**src/rtl/mem_arbiter_if.sv**
```systemverilog
// mem_arbiter_if: IFU, LSU and memory buses of mem_arbiter; slave = arbiter side, master = requesters/memory side
interface mem_arbiter_if;
  logic        if_req, if_gnt, if_rvalid;
  logic [31:0] if_addr, if_rdata;
  logic        ls_req, ls_we, ls_gnt, ls_rvalid;
  logic [31:0] ls_addr, ls_wdata, ls_rdata;
  logic        mem_req, mem_we, mem_ack;
  logic [31:0] mem_addr, mem_wdata, mem_rdata;
  modport slave (
    input  if_req, if_addr, ls_req, ls_we, ls_addr, ls_wdata, mem_ack, mem_rdata,
    output if_gnt, if_rvalid, if_rdata, ls_gnt, ls_rvalid, ls_rdata, mem_req, mem_we, mem_addr, mem_wdata
  );
  modport master (
    output if_req, if_addr, ls_req, ls_we, ls_addr, ls_wdata, mem_ack, mem_rdata,
    input  if_gnt, if_rvalid, if_rdata, ls_gnt, ls_rvalid, ls_rdata, mem_req, mem_we, mem_addr, mem_wdata
  );
endinterface

```
**src/rtl/mem_arbiter.sv**
```systemverilog
// mem_arbiter: LSU-priority IFU/LSU arbiter onto one memory port with IFU starvation guard; ports clk, rst (async active-low), bus (mem_arbiter_if.slave)
module mem_arbiter #(
  parameter int STARVE_LIMIT = 4
) (
  input logic          clk,
  input logic          rst,
  mem_arbiter_if.slave bus
);
  localparam int CW = $clog2(STARVE_LIMIT + 1);
  typedef enum logic {IDLE, BUSY} state_t;
  typedef enum logic {IFU, LSU} owner_t;
  state_t        state_q, state_d;
  owner_t        owner_q, owner_d;
  logic [CW-1:0] starve_q, starve_d;
  logic          we_q, we_d, if_rvalid_q, if_rvalid_d, ls_rvalid_q, ls_rvalid_d;
  logic [31:0]   addr_q, addr_d, wdata_q, wdata_d, if_rdata_q, if_rdata_d, ls_rdata_q, ls_rdata_d;
  logic          starving, if_win, gnt_if, gnt_ls, done;
  always_comb begin
    starving    = starve_q == CW'(STARVE_LIMIT);
    if_win      = bus.if_req & (~bus.ls_req | starving);
    gnt_if      = rst & (state_q == IDLE) & if_win;
    gnt_ls      = rst & (state_q == IDLE) & bus.ls_req & ~if_win;
    done        = (state_q == BUSY) & bus.mem_ack;
    state_d     = (gnt_if | gnt_ls) ? BUSY : done ? IDLE : state_q;
    owner_d     = gnt_ls ? LSU : gnt_if ? IFU : owner_q;
    we_d        = gnt_ls ? bus.ls_we : gnt_if ? 1'b0 : we_q;
    addr_d      = gnt_ls ? bus.ls_addr : gnt_if ? bus.if_addr : addr_q;
    wdata_d     = gnt_ls ? bus.ls_wdata : gnt_if ? 32'd0 : wdata_q;
    starve_d    = gnt_if ? '0 : !gnt_ls ? starve_q : !bus.if_req ? '0 : starving ? starve_q : starve_q + CW'(1);
    if_rvalid_d = done & (owner_q == IFU);
    ls_rvalid_d = done & (owner_q == LSU);
    if_rdata_d  = if_rvalid_d ? bus.mem_rdata : if_rdata_q;
    ls_rdata_d  = (ls_rvalid_d & ~we_q) ? bus.mem_rdata : ls_rdata_q;
  end
  always_ff @(posedge clk or negedge rst)
    if (!rst) begin
      state_q     <= IDLE;
      owner_q     <= IFU;
      starve_q    <= '0;
      we_q        <= 1'b0;
      addr_q      <= '0;
      wdata_q     <= '0;
      if_rvalid_q <= 1'b0;
      ls_rvalid_q <= 1'b0;
      if_rdata_q  <= '0;
      ls_rdata_q  <= '0;
    end else begin
      state_q     <= state_d;
      owner_q     <= owner_d;
      starve_q    <= starve_d;
      we_q        <= we_d;
      addr_q      <= addr_d;
      wdata_q     <= wdata_d;
      if_rvalid_q <= if_rvalid_d;
      ls_rvalid_q <= ls_rvalid_d;
      if_rdata_q  <= if_rdata_d;
      ls_rdata_q  <= ls_rdata_d;
    end
  assign bus.if_gnt    = gnt_if;
  assign bus.ls_gnt    = gnt_ls;
  assign bus.mem_req   = state_q == BUSY;
  assign bus.mem_we    = we_q;
  assign bus.mem_addr  = addr_q;
  assign bus.mem_wdata = wdata_q;
  assign bus.if_rvalid = if_rvalid_q;
  assign bus.ls_rvalid = ls_rvalid_q;
  assign bus.if_rdata  = if_rdata_q;
  assign bus.ls_rdata  = ls_rdata_q;
endmodule

```
**src/flat_wrapper.sv**
```systemverilog
// flat-port wrapper written by rule: the top's interface ports become plain ports
module mem_arbiter_flat 
#(
  parameter int STARVE_LIMIT = 4
)
  (clk, rst, bus_if_req, bus_if_addr, bus_ls_req, bus_ls_we, bus_ls_addr, bus_ls_wdata, bus_mem_ack, bus_mem_rdata, bus_if_gnt, bus_if_rvalid, bus_if_rdata, bus_ls_gnt, bus_ls_rvalid, bus_ls_rdata, bus_mem_req, bus_mem_we, bus_mem_addr, bus_mem_wdata);
  mem_arbiter_if bus_i ();
  input logic clk;
  input logic rst;
  input wire logic [$bits(bus_i.if_req)-1:0] bus_if_req;
  input wire logic [$bits(bus_i.if_addr)-1:0] bus_if_addr;
  input wire logic [$bits(bus_i.ls_req)-1:0] bus_ls_req;
  input wire logic [$bits(bus_i.ls_we)-1:0] bus_ls_we;
  input wire logic [$bits(bus_i.ls_addr)-1:0] bus_ls_addr;
  input wire logic [$bits(bus_i.ls_wdata)-1:0] bus_ls_wdata;
  input wire logic [$bits(bus_i.mem_ack)-1:0] bus_mem_ack;
  input wire logic [$bits(bus_i.mem_rdata)-1:0] bus_mem_rdata;
  output wire logic [$bits(bus_i.if_gnt)-1:0] bus_if_gnt;
  output wire logic [$bits(bus_i.if_rvalid)-1:0] bus_if_rvalid;
  output wire logic [$bits(bus_i.if_rdata)-1:0] bus_if_rdata;
  output wire logic [$bits(bus_i.ls_gnt)-1:0] bus_ls_gnt;
  output wire logic [$bits(bus_i.ls_rvalid)-1:0] bus_ls_rvalid;
  output wire logic [$bits(bus_i.ls_rdata)-1:0] bus_ls_rdata;
  output wire logic [$bits(bus_i.mem_req)-1:0] bus_mem_req;
  output wire logic [$bits(bus_i.mem_we)-1:0] bus_mem_we;
  output wire logic [$bits(bus_i.mem_addr)-1:0] bus_mem_addr;
  output wire logic [$bits(bus_i.mem_wdata)-1:0] bus_mem_wdata;
  assign bus_i.if_req = bus_if_req;
  assign bus_i.if_addr = bus_if_addr;
  assign bus_i.ls_req = bus_ls_req;
  assign bus_i.ls_we = bus_ls_we;
  assign bus_i.ls_addr = bus_ls_addr;
  assign bus_i.ls_wdata = bus_ls_wdata;
  assign bus_i.mem_ack = bus_mem_ack;
  assign bus_i.mem_rdata = bus_mem_rdata;
  assign bus_if_gnt = bus_i.if_gnt;
  assign bus_if_rvalid = bus_i.if_rvalid;
  assign bus_if_rdata = bus_i.if_rdata;
  assign bus_ls_gnt = bus_i.ls_gnt;
  assign bus_ls_rvalid = bus_i.ls_rvalid;
  assign bus_ls_rdata = bus_i.ls_rdata;
  assign bus_mem_req = bus_i.mem_req;
  assign bus_mem_we = bus_i.mem_we;
  assign bus_mem_addr = bus_i.mem_addr;
  assign bus_mem_wdata = bus_i.mem_wdata;
  mem_arbiter #(.STARVE_LIMIT(STARVE_LIMIT)) u_core (.clk(clk), .rst(rst), .bus(bus_i));
endmodule
```
**config.mk**
```make
export PLATFORM = sky130hd
export DESIGN_NAME = mem_arbiter_flat
export DESIGN_NICKNAME = d
export VERILOG_FILES = /design/src/rtl/mem_arbiter_if.sv /design/src/rtl/mem_arbiter.sv /design/src/flat_wrapper.sv
export SDC_FILE = /design/constraint.sdc
export NUM_CORES = 1
export LEC_CHECK = 0
export BUFFER_PORTS_ARGS = -buffer_cell sky130_fd_sc_hd__clkbuf_2
export CAP_MARGIN = 20
export CORE_MARGIN = 2
export CORE_UTILIZATION = 40
export CTS_CLUSTER_DIAMETER = 50
export CTS_CLUSTER_SIZE = 40
export DETAILED_ROUTE_END_ITERATION = 8
export GPL_TIMING_DRIVEN = 0
export HOLD_SLACK_MARGIN = 0.15
export PLACE_DENSITY = 0.81
export RECOVER_POWER = 25
export SETUP_SLACK_MARGIN = 0.2
export SLEW_MARGIN = 20
export SYNTH_ARGS = -nofsm -noshare
export SYNTH_HDL_FRONTEND = slang
export SYNTH_SLANG_ARGS = --single-unit
```
**constraint.sdc**
```tcl
create_clock -name clk -period 1.6 [get_ports clk]
set_clock_uncertainty 0.05 [all_clocks]
set_input_delay 0.08 -clock clk [delete_from_list [all_inputs] [get_ports clk]]
set_output_delay 0.08 -clock clk [all_outputs]
set_load 0.005 [all_outputs]
```
# == Word-level counts from Yosys, hierarchy flattened ==
# Cells that the tools add are included.
# classes
n_addsub,1
eq_ne,2
mux,13
bitwise_logic,16
n_reduce_logical,3
# op_table
cell,n
2-to-1 mux 32 bit,4
2-to-1 mux 3 bit,4
bitwise AND 1 bit,9
2-to-1 mux 1 bit,5
inverter 1 bit,5
nonzero test 2 bit,2
"adder 3 x 1 -> 3 bit, second input constant",1
"== test 3 bit, second input constant",1
"inequality test 3 bit, second input constant",1
OR 1 bit,2
AND reduction 2 bit,1
# totals
reg_bits,136
inputBits,134
elab_cells,45

# == Logic depth before layout (Yosys ltp) ==
# Gate-level depths: netlist of run 1.
# logic_depth
depth_word,7
ltp_mapped,7
ltp_nobuf,6

# == Worst setup path after synthesis of run 1 ==
# OpenSTA, ideal clock, no wires.
# synth_timing
kind,register to register
startpoint,register u_core.starve_q[0]
endpoint,"register u_core.addr_q[23], in the netlist u_core.bus.mem_addr[23]"
t_arrival_ns,1.398
required_time_ns,1.424
path_slack_ns,0.026
path_stages_with_launch,7
path_buffers,1
path_cell_list,dfrtp_1 inv_1 ha_1 nand3_2 clkbuf_1 and4_1 a311o_1
# synth_between
elab_chain_len,6
elab_cells_between_ends,8
cone_classes,1 x eq/ne; 1 x mux; 5 x bitwise; 1 x reduce/logical
# synth_lines
element,line,rtl
start: declaration,mem_arbiter.sv:14,"logic [CW-1:0] starve_q, starve_d;"
start signal: assignment,mem_arbiter.sv:50,starve_q <= starve_d;
== test 3 bit (*),mem_arbiter.sv:19,starving = starve_q == CW'(STARVE_LIMIT);
OR 1 bit (*),mem_arbiter.sv:20,if_win = bus.if_req & (~bus.ls_req | starving);
bitwise AND 1 bit (*),mem_arbiter.sv:20,
inverter 1 bit,mem_arbiter.sv:22,gnt_ls = rst & (state_q == IDLE) & bus.ls_req & ~if_win;
bitwise AND 1 bit,mem_arbiter.sv:22,
2-to-1 mux 32 bit or nonzero test 2 bit (tied branches),n/a,
end signal: assignment,mem_arbiter.sv:52,addr_q <= addr_d;
end: declaration,mem_arbiter.sv:16,"logic [31:0] addr_q, addr_d, wdata_q, wdata_d, if_rdata_q, if_rdata_d, ls_rdata_q, ls_rdata_d;"
# Mark *: on every way between the ends. The rest lies on a longest branch, timed or not.
# A chain may end at the register's enable or synchronous reset.

# == Final worst setup path of run 1 ==
# layout_timing
startpoint,register u_core.starve_q[0]
endpoint,"register u_core.addr_q[18], in the netlist u_core.bus.mem_addr[18]"
# The elaborated chain is that of the path after synthesis.

==> results.yml, run 1 <==
global_routing:
  grt-ovfl-total: 0
  antenna_found_initial: 0
  grt_max_degree: 67
  grt.total_usage: 0.262
  grt_pass1_wl_um: 29900
  grt_pass1_vias: 5865
route:
  num_vias: 5574
  totalWireLength_um: 21000
  ant_nets: 0
  drt_iter0_drc: 318
  post_drt_wl_per_cell_um: 20.1
  drc: 0
  routed_via_density: 5.36
  drt_pass1_iterations: 5
status:
  status: "finished, violations left"
  violations: "negative hold slack, negative setup slack"
critical_path:
  slowest_delay_ps: 380
  path_cells: "inv_2 -> ha_4 -> nand3_4 -> buf_4 -> clkbuf_8 -> and4_1 -> a311o_1"
  crit_type: "register to register"
  critPathLaunchType: "register"
  crit_arrival_ps: 1930
  required_ps: 1840
  crit_family: "buffers and inverters"
  crit_buf_inv: 3
  end_kind: "register"
  cp_slowest_cell: "dfrtp_1"
  cp_max_fo: 10
placed_design:
  portBuffers: 266
  place_congestion: 0.809
  dp_hpwl_um: 11000
  dp_slack_ps: -602
floorplanning:
  die_h_um: 122
  dieArea_um2: 15000
  initial_core_util: 0.407
  core-area_um2: 13800
  ios: 268
  die_w_um: 122
  rows: 43
cells_and_area:
  num-nets-final: 983
  area.growth.synth_to_final_pct: 78.8
  n_antenna_cell: 0
  drive_above_1_share: 0.519
  final_common_cell: "clkbuf_2"
  mostFrequentLayoutCells: "clkbuf_2 (266), dfrtp_1 (135), dlygate4sd3_1 (131), mux2_4 (48), a22o_1 (34)"
clock_tree:
  cts_max_level: 4
  hold_buffers: 131
  numCtsBuffers: 17
  clockBufferDepth: 2
  cts_tree: "yes"
  cts_sinks: 136
  clock-root-buffer: "clkbuf_16"
  clk_pin_slew_ps: 60
  clk_latency_ps: 420
sta:
  tns_ps: -3010
  timing.hold.ws_ps: -501
  min_period_ps: 1690
  finalHoldViolations: 136
  max_freq_mhz: 592
  rsz0062_at_grt: "true"
  setup_ws_ps: -90.0
  slew_viol_final: 0
  min_period_over_period: 1.06
  relSlewSlack: 0.650
  max_slew.worst_pin.slew_ps: 524
  setup_viol: 62
logic_synthesis:
  synth.net_count: 532
  syn_area_um2: 5610
  ys_ff_latch: 136
  ys.warnings.count: 0
  syn_avg_cell_area_um2: 14.2
  synth_cell_type_count: 27
  yosysSeqAreaShare: 0.607
  synth_cells: 396
pwr:
  power.density_nw_per_um2: 1370
  leakagePower_nw: 5.10
  worst_ir_drop_vdd_mv: 0.795
worst_hold_path:
  hold_class: "primary input to asynchronous set/reset pin"
run:
  max_cap_violations: 0
==> cell usage after synthesis, drive strengths merged <==
cell | number | area (um2)
ha | 2 | 25.0
mux2 | 65 | 732
nand2 | 3 | 11.3
nand2b | 2 | 12.5
nor2b | 1 | 6.26
a21oi | 1 | 5.00
nor2 | 2 | 10.0
o21a | 32 | 240
o21ai | 2 | 13.8
and3 | 1 | 6.26
buf | 18 | 90.1
dfrtp | 136 | 3400
inv | 6 | 22.5
o22ai | 1 | 6.26
and4 | 32 | 280
clkbuf | 19 | 71.3
a22o | 34 | 298
nand3b | 1 | 7.51
a21o | 1 | 7.51
a31oi | 1 | 6.26
a311o | 32 | 320
nand3 | 2 | 20.0
nor3b | 2 | 15.0
==> layer usage <==
layer / GRT usage / part of all wire / vias up
li1: - / - / 2435
met1: 0.296 / 0.37 / 2746
met2: 0.454 / 0.52 / 319
met3: 0.0664 / 0.069 / 74
met4: 0.142 / 0.039 / 0
met5: 0 / 0 / -
==> flip-flops by register name (all words and copies together) (netlist names) <==
signal,cells
u_core.bus.if_rdata,32
u_core.bus.ls_rdata,32
u_core.bus.mem_addr,32
u_core.bus.mem_wdata,32
u_core.starve_q,3
u_core.bus.if_rvalid,1
u_core.bus.ls_rvalid,1
u_core.bus.mem_req,1
u_core.bus.mem_we,1
u_core.owner_q,1
==> cell type report <==
class,instances,area [um2]
inverters,6,27.5
clock inverters,15,138
multi-input cells,217,2280
plain buffers,37,415
clock buffers,17,425
well taps,180,225
repair buffers,432,3110
fillers,875,3740
flip-flops and latches,136,3400
==> through the flow <==
step           power [mW]  instances  cell area (um2)   util  hold slack, ps
2_1_floorplan        6.85        396             5790      -            -266
3_3_place_gp         8.53        842             7340  0.533             248
3_5_place_dp         8.72        843             7380  0.536            47.4
4_1_cts              13.2       1028             9710  0.705            -487
5_1_grt              14.4       1040            10000  0.728            -487
6_report             13.7       1040            10000  0.728            -501
==> logic make-up (layout without fill, tap and decap cells) <==
logic type | after synthesis | after routing | share of synthesized area
DFF | 136 | 136 | 0.607
and+or+nand+nor | 46 | 46 | 0.0658
AOI/OAI and AO/OA | 104 | 104 | 0.160
adders and majority gates | 2 | 2 | 0.00446
muxes | 65 | 65 | 0.130
buffers and inverters | 43 | 507 | 0.0328
==> worst paths after layout <==
kind                                          startpoint                       end  slack [ps]  depth (start not counted)
worst max register to register        u_core.starve_q[0]   u_core.bus.mem_addr[18]         -90                          7
min in group clk                              bus_ls_req   u_core.bus.mem_addr[31]         130                          3
worst max-delay path                  u_core.starve_q[0]   u_core.bus.mem_addr[18]         -90                          7
max in group asynchronous                            rst   u_core.bus.ls_rdata[12]        1330                          2
worst min register to register  u_core.bus.mem_wdata[25]  u_core.bus.mem_wdata[25]         450                          1
worst min-delay path                                 rst   u_core.bus.ls_rdata[29]        -500                          1
==> repair_timing <==
action / in CTS / in global routing
endpoints found under the setup margin: 133 / 136
setup buffers: 19 / 7
gates cloned: 3 / 5
endpoints found under the hold margin: 268 / 137
resized for setup: 68 / 49
pin swaps: 6 / 0
==> worst register-to-register path, cell delays in order, from the launching register on <==
cell and delay, ps:
dfrtp_1 380, inv_2 80, ha_4 140, nand3_4 100
buf_4 170, clkbuf_8 160, and4_1 200, a311o_1 280
==> power by group <==
group / internal [mW] / switching (mW) / total (mW) / leakage (nW)
Clock: 2.17 / 1.59 / 3.76 / 0.283
Sequential: 4.63 / 0.778 / 5.41 / 1.66
Combinational: 2.81 / 1.75 / 4.56 / 3.16
Total: 9.61 / 4.12 / 13.7 / 5.10
Note: power is estimated with default switching activity, not from simulation.
==> run 2, diff against run 1 <==
--- a/config.mk
+++ b/config.mk
@@ -9,12 +9,13 @@
 export CAP_MARGIN = 20
 export CORE_MARGIN = 2
 export CORE_UTILIZATION = 40
+export CTS_BUF_LIST = sky130_fd_sc_hd__clkbuf_4 sky130_fd_sc_hd__clkbuf_8
 export CTS_CLUSTER_DIAMETER = 50
 export CTS_CLUSTER_SIZE = 40
 export DETAILED_ROUTE_END_ITERATION = 8
 export GPL_TIMING_DRIVEN = 0
 export HOLD_SLACK_MARGIN = 0.15
-export PLACE_DENSITY = 0.81
+export PLACE_DENSITY_LB_ADDON = 0.15
 export RECOVER_POWER = 25
 export SETUP_SLACK_MARGIN = 0.2
 export SLEW_MARGIN = 20
==> constraint.sdc (replaced) <==
create_clock -name clk -period 1.6 [get_ports clk]
set_clock_uncertainty 0.05 [all_clocks]
set_input_delay 0.24 -clock clk [delete_from_list [all_inputs] [get_ports clk]]
set_output_delay 0.24 -clock clk [all_outputs]
set_load 0.005 [all_outputs]
==> results.yml, run 2 (synthesized netlist as in run 1, its figures left out) <==
status:
  status: "finished, violations left"
  violations: "negative hold slack, negative setup slack"
pwr:
  power.density_nw_per_um2: 1270
  seqPwrFrac: 0.414
  combinationalPowerShare: 0.365
  pwr-share-clk: 0.221
  p_switching_mw: 3.85
  switching_share: 0.297
  power_mw: 12.9
  leakagePower_nw: 5.22
  intPower_mw: 9.09
  worst_ir_drop_vdd_mv: 0.846
route:
  drt_pass1_iterations: 4
  totalWireLength_um: 19700
  ant_nets: 0
  num_vias: 5446
  post_drt_wl_per_cell_um: 18.7
  routed_via_density: 5.16
  drc: 0
  drt_iter0_drc: 184
cells_and_area:
  seqCellArea_um2: 3400
  multi_input_area_um2: 2340
  area.growth.synth_to_final_pct: 81.5
  num-nets-final: 999
  final_common_cell: "clkbuf_2"
  final_cell_area_um2: 10200
  drive_above_1_share: 0.523
  mostFrequentLayoutCells: "clkbuf_2 (265), dfrtp_1 (135), dlygate4sd3_1 (131), mux2_4 (65), a22o_1 (34)"
  n_antenna_cell: 0
  fill_cells: 889
global_routing:
  grt.total_usage: 0.268
  antenna_found_initial: 0
  grt_pass1_wl_um: 30600
  grt-ovfl-total: 0
  grt_pass1_vias: 5979
  grt_max_degree: 52
sta:
  timing.hold.ws_ps: -383
  slew_viol_final: 0
  setup_viol: 97
  tns_ps: -10830
  relSlewSlack: 0.233
  max_freq_mhz: 542
  finalHoldViolations: 48
  min_period_over_period: 1.15
  setup_ws_ps: -244
  rsz0062_at_grt: "true"
  min_period_ps: 1840
  max_slew.worst_pin.slew_ps: 1150
floorplanning:
  initial_core_util: 0.407
  die_w_um: 122
  rows: 43
  die_h_um: 122
  dieArea_um2: 15000
  ios: 268
  core-area_um2: 13800
placed_design:
  portBuffers: 266
  place_congestion: 0.758
  dp_hpwl_um: 11200
  placed_area_um2: 7380
critical_path:
  end_kind: "output port"
  required_ps: 1310
  cp_max_fo: 3
  crit_type: "register to output port"
  crit_arrival_ps: 1550
  critPathLaunchType: "register"
clock_tree:
  clk_latency_ps: 450
  cts_tree: "yes"
  clockBufferDepth: 2
  clock-root-buffer: "clkbuf_8"
  cts_max_level: 4
  clk_pin_slew_ps: 90
  numCtsBuffers: 17
  cts_sinks: 136
  hold_buffers: 133
worst_hold_path:
  hold_class: "primary input to asynchronous set/reset pin"
run:
  max_cap_violations: 0
[run 2: cell count changes in the layout (fill, tap and decap cells not counted), moves of 2 or more]
cell / previous run / this run
buf_12: 4 / 6
buf_16: 2 / 7
buf_6: 18 / 22
buf_8: 6 / 10
clkbuf_1: 6 / 8
clkbuf_16: 22 / 2
clkbuf_8: 10 / 28
clkinv_2: 5 / 2
clkinv_4: 0 / 3
clkinvlp_4: 1 / 3
inv_6: 7 / 4
inv_8: 2 / 0
mux2_2: 16 / 0
mux2_4: 48 / 65
[run 2: final timing paths]
| path | start | to | slack, ps | cells past startpoint |
|---|---|---|---|---|
| setup / recovery | u_core.starve_q[0] | bus_ls_gnt | -240 | 7 |
| hold / removal | rst | u_core.bus.if_rdata[29] | -380 | 1 |
| setup reg to reg | u_core.starve_q[0] | u_core.bus.mem_addr[26] | -230 | 8 |
| hold reg to reg | u_core.bus.mem_wdata[14] | u_core.bus.mem_wdata[14] | 450 | 1 |
| max in group asynchronous | rst | u_core.bus.mem_req | 410 | 2 |
| min in group clk | bus_if_req | u_core.starve_q[2] | 220 | 3 |
[run 2: repair_timing]
item / CTS / global route
resized for setup: 110 / 28
setup endpoints to repair: 131 / 137
pin swaps: 5 / 5
setup buffers: 29 / 5
cloned: 14 / 0
hold endpoints to repair: 267 / 93
[run 2: final cells by class]
type	instances	area share
timing repair buffer	448	0.333
sequential	136	0.334
clock buffer	19	0.0251
clock inverter	13	0.0143
tap	180	0.0221
multi-input combinational	217	0.230
inverter	6	0.00270
buffer	37	0.0388
[run 2: through the flow]
stage / setup WS [ps] / cells / utilization
floorplan: 149 / 396 / -
global route: -331 / 1056 / 0.739
detailed placement: -860 / 843 / 0.536
global placement: -2630 / 842 / 0.533
finish: -244 / 1056 / 0.739
CTS: -259 / 1051 / 0.733
[run 2: power by group through the flow]
stage	registers [mW]	clock network [mW]	logic, mW
after floorplan	5.36	0	1.49
final	5.35	2.86	4.72
after global placement	5.25	0	3.33
after detailed placement	5.32	0	3.41
after CTS	5.30	2.90	4.57
after global routing	5.49	3.10	5.09
[run 2: layer usage]
layer,vias up,part of all wire,global-route usage
met5,-,0,0
met4,0,0.028,0.104
met3,46,0.071,0.0795
met2,242,0.51,0.455
met1,2708,0.40,0.321
li1,2450,-,-
[run 2: worst max-delay path: stages (launching register included)]
cell and delay [ps]:
dfrtp_1 400, inv_2 80, ha_4 150, nand3_4 90
nand3_4 120, inv_6 40, buf_8 110, buf_6 110
